## src/rtl/sub_a_b_c2_pipe_pkg.sv

```systemverilog
// ---------------------------------------------------------------
// sub_a_b_c2_pipe_pkg : constants shared by the a-b-c2 subtractor
// Rev 1.0
// ---------------------------------------------------------------
`default_nettype none

package sub_a_b_c2_pipe_pkg;
  localparam int c_BORROW_W = 2;
endpackage

`default_nettype wire

```

## src/rtl/sub_c2_seg.sv

```systemverilog
// ---------------------------------------------------------------
// sub_c2_seg : one segment of a - b - bin with a 2-bit borrow out
// Rev 1.0
// ---------------------------------------------------------------
`default_nettype none

module sub_c2_seg
  import sub_a_b_c2_pipe_pkg::*;
#(
  parameter int SEG = 16
) (
  input  logic [SEG-1:0]        a_seg,
  input  logic [SEG-1:0]        b_seg,
  input  logic [c_BORROW_W-1:0] bin,
  output logic [SEG-1:0]        diff,
  output logic [c_BORROW_W-1:0] bout
);

  logic [SEG+1:0] w_d;

  assign w_d  = {2'b00, a_seg} - {2'b00, b_seg} - {{SEG{1'b0}}, bin};
  assign diff = w_d[SEG-1:0];
  // Sign bit set means negative; bit SEG then separates [-2^SEG, 0) from below -2^SEG.
  assign bout = w_d[SEG+1] ? (w_d[SEG] ? 2'd1 : 2'd2) : 2'd0;

endmodule

`default_nettype wire

```

## src/rtl/sub_a_b_c2_pipe.sv

```systemverilog
// ---------------------------------------------------------------
// sub_a_b_c2_pipe : pipelined (a - b - c2), one stage per SEG bits
// Rev 1.0
// ---------------------------------------------------------------
`default_nettype none

module sub_a_b_c2_pipe
  import sub_a_b_c2_pipe_pkg::*;
#(
  parameter int SIZE = 64,
  parameter int SEG  = 16
) (
  input  logic                  clk,
  input  logic                  sclr,
  input  logic                  in_valid,
  output logic                  in_ready,
  input  logic [SIZE-1:0]       a,
  input  logic [SIZE-1:0]       b,
  input  logic [1:0]            c2,
  output logic                  out_valid,
  input  logic                  out_ready,
  output logic [SIZE-1:0]       out,
  output logic [c_BORROW_W-1:0] borrow_out
);

  localparam int STAGES = SIZE / SEG;

  if ((SEG < 2) || (SIZE % SEG != 0)) begin : g_param_check
    $error("sub_a_b_c2_pipe: SIZE must be a multiple of SEG and SEG must be >= 2");
  end

  logic [STAGES-1:0]            r_v;
  logic                         w_advance;
  logic [STAGES*c_BORROW_W-1:0] w_bout_q;

  // Single global stall: every stage moves together, bubbles are kept.
  assign w_advance  = !r_v[STAGES-1] || out_ready;
  assign in_ready   = w_advance;
  assign out_valid  = r_v[STAGES-1];
  assign borrow_out = w_bout_q[(STAGES-1)*c_BORROW_W +: c_BORROW_W];

  always_ff @(posedge clk) begin
    if (sclr) begin
      r_v <= '0;
    end else if (w_advance) begin
      r_v[0] <= in_valid;
      for (int i = 1; i < STAGES; i++) begin
        r_v[i] <= r_v[i-1];
      end
    end
  end

  for (genvar j = 0; j < STAGES; j++) begin : g_seg
    logic [SEG-1:0]        w_a;
    logic [SEG-1:0]        w_b;
    logic [SEG-1:0]        w_diff;
    logic [c_BORROW_W-1:0] w_bin;
    logic [c_BORROW_W-1:0] w_bout;
    logic [c_BORROW_W-1:0] r_bout;
    logic [SEG-1:0]        r_res [STAGES-j];

    if (j == 0) begin : g_first
      assign w_a   = a[SEG-1:0];
      assign w_b   = b[SEG-1:0];
      assign w_bin = c2;
    end else begin : g_skew
      // Segment j waits j cycles so it meets the borrow rippling up from below.
      logic [SEG-1:0] r_a_dly [j];
      logic [SEG-1:0] r_b_dly [j];

      always_ff @(posedge clk) begin
        if (sclr) begin
          for (int i = 0; i < j; i++) begin
            r_a_dly[i] <= '0;
            r_b_dly[i] <= '0;
          end
        end else if (w_advance) begin
          r_a_dly[0] <= a[j*SEG +: SEG];
          r_b_dly[0] <= b[j*SEG +: SEG];
          for (int i = 1; i < j; i++) begin
            r_a_dly[i] <= r_a_dly[i-1];
            r_b_dly[i] <= r_b_dly[i-1];
          end
        end
      end

      assign w_a   = r_a_dly[j-1];
      assign w_b   = r_b_dly[j-1];
      assign w_bin = w_bout_q[(j-1)*c_BORROW_W +: c_BORROW_W];
    end

    sub_c2_seg #(
      .SEG (SEG)
    ) u_seg (
      .a_seg (w_a),
      .b_seg (w_b),
      .bin   (w_bin),
      .diff  (w_diff),
      .bout  (w_bout)
    );

    always_ff @(posedge clk) begin
      if (sclr) begin
        r_bout <= '0;
        for (int i = 0; i < STAGES - j; i++) begin
          r_res[i] <= '0;
        end
      end else if (w_advance) begin
        r_bout   <= w_bout;
        r_res[0] <= w_diff;
        for (int i = 1; i < STAGES - j; i++) begin
          r_res[i] <= r_res[i-1];
        end
      end
    end

    assign w_bout_q[j*c_BORROW_W +: c_BORROW_W] = r_bout;
    assign out[j*SEG +: SEG]                    = r_res[STAGES-1-j];
  end

endmodule

`default_nettype wire

```

## config.mk

```make
export PLATFORM = sky130hd
export DESIGN_NAME = sub_a_b_c2_pipe
export DESIGN_NICKNAME = d
export VERILOG_FILES = /design/src/rtl/sub_a_b_c2_pipe_pkg.sv /design/src/rtl/sub_c2_seg.sv /design/src/rtl/sub_a_b_c2_pipe.sv
export SDC_FILE = /design/constraint.sdc
export NUM_CORES = 1
export LEC_CHECK = 0
export CORE_MARGIN = 2
export CORE_UTILIZATION = 59
export CTS_BUF_LIST = sky130_fd_sc_hd__clkbuf_4 sky130_fd_sc_hd__clkbuf_8
export CTS_CLUSTER_SIZE = 16
export DETAILED_ROUTE_END_ITERATION = 6
export PLACE_DENSITY = 0.82
export SYNTH_ARGS = -nofsm -noshare
export SYNTH_HDL_FRONTEND = slang
export SYNTH_HIERARCHICAL = 1
export SYNTH_SLANG_ARGS = --single-unit
export TNS_END_PERCENT = 30
```

## constraint.sdc

```tcl
create_clock -name clk -period 13.09 [get_ports clk]
set_input_delay 2.618 -clock clk [delete_from_list [all_inputs] [get_ports clk]]
set_output_delay 2.618 -clock clk [all_outputs]
set_load 0.03 [all_outputs]
```

==> results.toml <==
[run_status]
status = "complete, no violations"

[floorplan]
initial_core_util = 0.598
die_area_mm2 = 0.0387
ios = 202
die_h_um = 197
row_count = 70
die_width_um = 197
design.core.area_mm2 = 0.0366

[detailed_routing]
vias = 12900
wl_met3_um = 1870
drt_iter0_markers = 745
drc = 0
antenna_left = 0
drt-vias-per-instance = 5.67
drt_wl_total_um = 39600
wl_met1_um = 17100
avgRoutedWirePerCell_um = 17.4
dr.pass1.iters = 5
top_layer_used = "met4"
wl_met2_um = 19600

[placement]
hpwl_um = 26000
gp_congestion = 0.877
io_buffers = 201

[synthesis]
ys_warn_count = 6
netlist.area_leader.share = 0.483
ys_ff_latch = 364
ys_types = 91
synth-edff-count = 352
yosysTopAreaCell = "edfxtp_1"
synthArstFlopShare = 0
syn-instance-count = 1627
synthFlopType = "edfxtp_1"
synthTopCellsByCount = "nor3b_2, edfxtp_1, inv_1"
synthesis.area_mm2 = 0.0219
synth.most_common_cell = "nor3b_2"
synth_area_leaders = "edfxtp_1, nor3b_2, ha_1"
syn_avg_cell_area_um2 = 13.5
ys_seq_area_frac = 0.494
syn_nets = 1841

[clock_tree]
htreeDepth = 2
cts_resized = 0
cts_max_path_buffers = 3
cts_tree = "built"
clkLatencyLatePin_ns = 0.62
cts_hold_buf = 0
cts_sinks = 364
clk_pin_slew_ns = 0.06
root_buffer = "clkbuf_8"
cts_buffers = 59
postCtsSetupRepairBufs = 0

[global_route]
grt_pass1_vias = 12900
grt_max_degree = 183
grt_pass1_wl_um = 65300
grt_usage = 0.208
antenna_found_initial = 1
overflow = 0

[sta]
maxSlewViolCount = 0
rsz0062_at_grt = "no"
setup_viol = 0
slew_headroom = 0.238
post-route-period-util = 0.520
fin_tns_setup_ns = 0
timing.fmax_ghz = 0.147
hold_viol = 0
period_minus_slack_ns = 6.80
worst-slew-pin-transition_ns = 1.14
finalClockSkew_ns = 0.0136

[worst_hold_path]
hold_start = "r_v[2]$_SDFFE_PP0P_"
hold_class = "reg2reg"

[power_and_ir_drop]
powerDensity_mw_per_mm2 = 124
peakVddDrop_mv = 0.0771
p_leak_nw = 9.45
power_mw = 3.08

[setup_path]
cp_max_fo = 10
required_ns = 10.47
crit_path_end_kind = "primary output"
crit_type = "in2out"
startpoint_type = "primary input"
rr_startpoint = "g_seg[1].g_skew.r_a_dly[0][0]$_SDFFCE_PN0P_"
crit_start = "out_ready"
arrival_ns = 4.19

[finish]
syn2layout_area_growth_pct = 13.3
final_core_util = 0.677
drive_gt1_frac = 0.282
layout.nets = 1977
antenna_cells = 0

[job]
drv_cap = 0
placed cells by master, fill, tap and decap left out, types with 6 or more instances in the layout:
cell,netlist,layout
a211oi_1,10,10
a21o_1,32,32
a21oi_1,52,52
and2_1,7,7
buf_4,36,7
clkbuf_4,0,13
clkbuf_8,0,61
clkdlybuf4s50_1,0,200
clkinv_1,0,17
clkinv_2,0,10
dfxtp_1,12,12
edfxtp_1,352,352
fa_1,8,8
ha_1,72,72
inv_1,92,92
mux2i_1,6,6
nand2_1,55,55
nand2b_1,28,27
nand3_1,26,26
nand4_1,12,12
nor2_1,40,40
nor2b_1,7,6
nor3_1,26,26
nor3_2,6,6
nor3b_2,354,354
nor4_1,7,7
o211ai_1,13,13
o21a_1,8,8
o21ai_0,34,34
o21ai_1,15,15
or3_1,11,11
or4bb_1,9,9
xnor2_1,41,41
xor2_1,36,36
stage by stage:
step / std cells / cell area (µm²) / setup slack [ns] / hold slack (ns)
2_1_floorplan: 1627 / 21900 / 1.09 / 0.421
3_3_place_gp: 2170 / 23600 / 6.30 / 0.437
3_5_place_dp: 2170 / 23600 / 6.27 / 0.452
4_1_cts: 2278 / 24800 / 6.27 / 0.454
5_1_grt: 2278 / 24800 / 6.18 / 0.485
6_report: 2278 / 24800 / 6.29 / 0.456
registers in the layout (all words and copies together) (netlist names):
name	cells
borrow_out	2
g_seg.g_skew.r_a_dly	96
g_seg.g_skew.r_b_dly	96
g_seg.r_bout	6
g_seg.r_res	160
r_v	4
worst paths after layout:
path | to | cells past startpoint | slack [ns]
max | in_ready | 4 | 6.29
max reg2reg | g_seg[1].r_res[0][14]$_SDFFCE_PN0P_ | 11 | 9.43
min reg2reg | r_v[3]$_SDFFE_PP0P_ | 2 | 0.46
min | r_v[3]$_SDFFE_PP0P_ | 2 | 0.46
where the power goes:
| group | switching [mW] | internal [mW] | leakage, nW |
|---|---|---|---|
| Sequential | 0.0286 | 1.39 | 4.26 |
| Combinational | 0.351 | 0.324 | 4.57 |
| Clock | 0.447 | 0.548 | 0.621 |
worst max-delay path, cell delays in order:
cell and delay [ns]:
clkdlybuf4s50_1 0.68, nor2b_4 0.08, inv_2 0.08, clkdlybuf4s50_1 0.72
layout make-up:
type | instances | area (µm²)
fill | 2561 | 11800
sequential | 364 | 10800
multi-input combinational | 1034 | 9730
timing repair buffer | 211 | 2130
clock buffer | 74 | 937
tap | 468 | 586
inverter | 93 | 349
clock inverter | 34 | 256
routing by layer:
metal / vias to the layer above / GRT usage
met4: 0 / 0.0685
met1: 6238 / 0.275
met3: 69 / 0.0349
li1: 6315 / -
met2: 287 / 0.349
met5: - / 0
cell families after synthesis:
family	synth area share
AOI/OAI and AO/OA	0.0837
xor gates and xnor gates	0.0338
adders and majority gates	0.0485
buffers and inverters	0.0625
DFF	0.494
muxes	0.00377
and+or+nand+nor	0.274
Power figures use the tool's default switching activity.
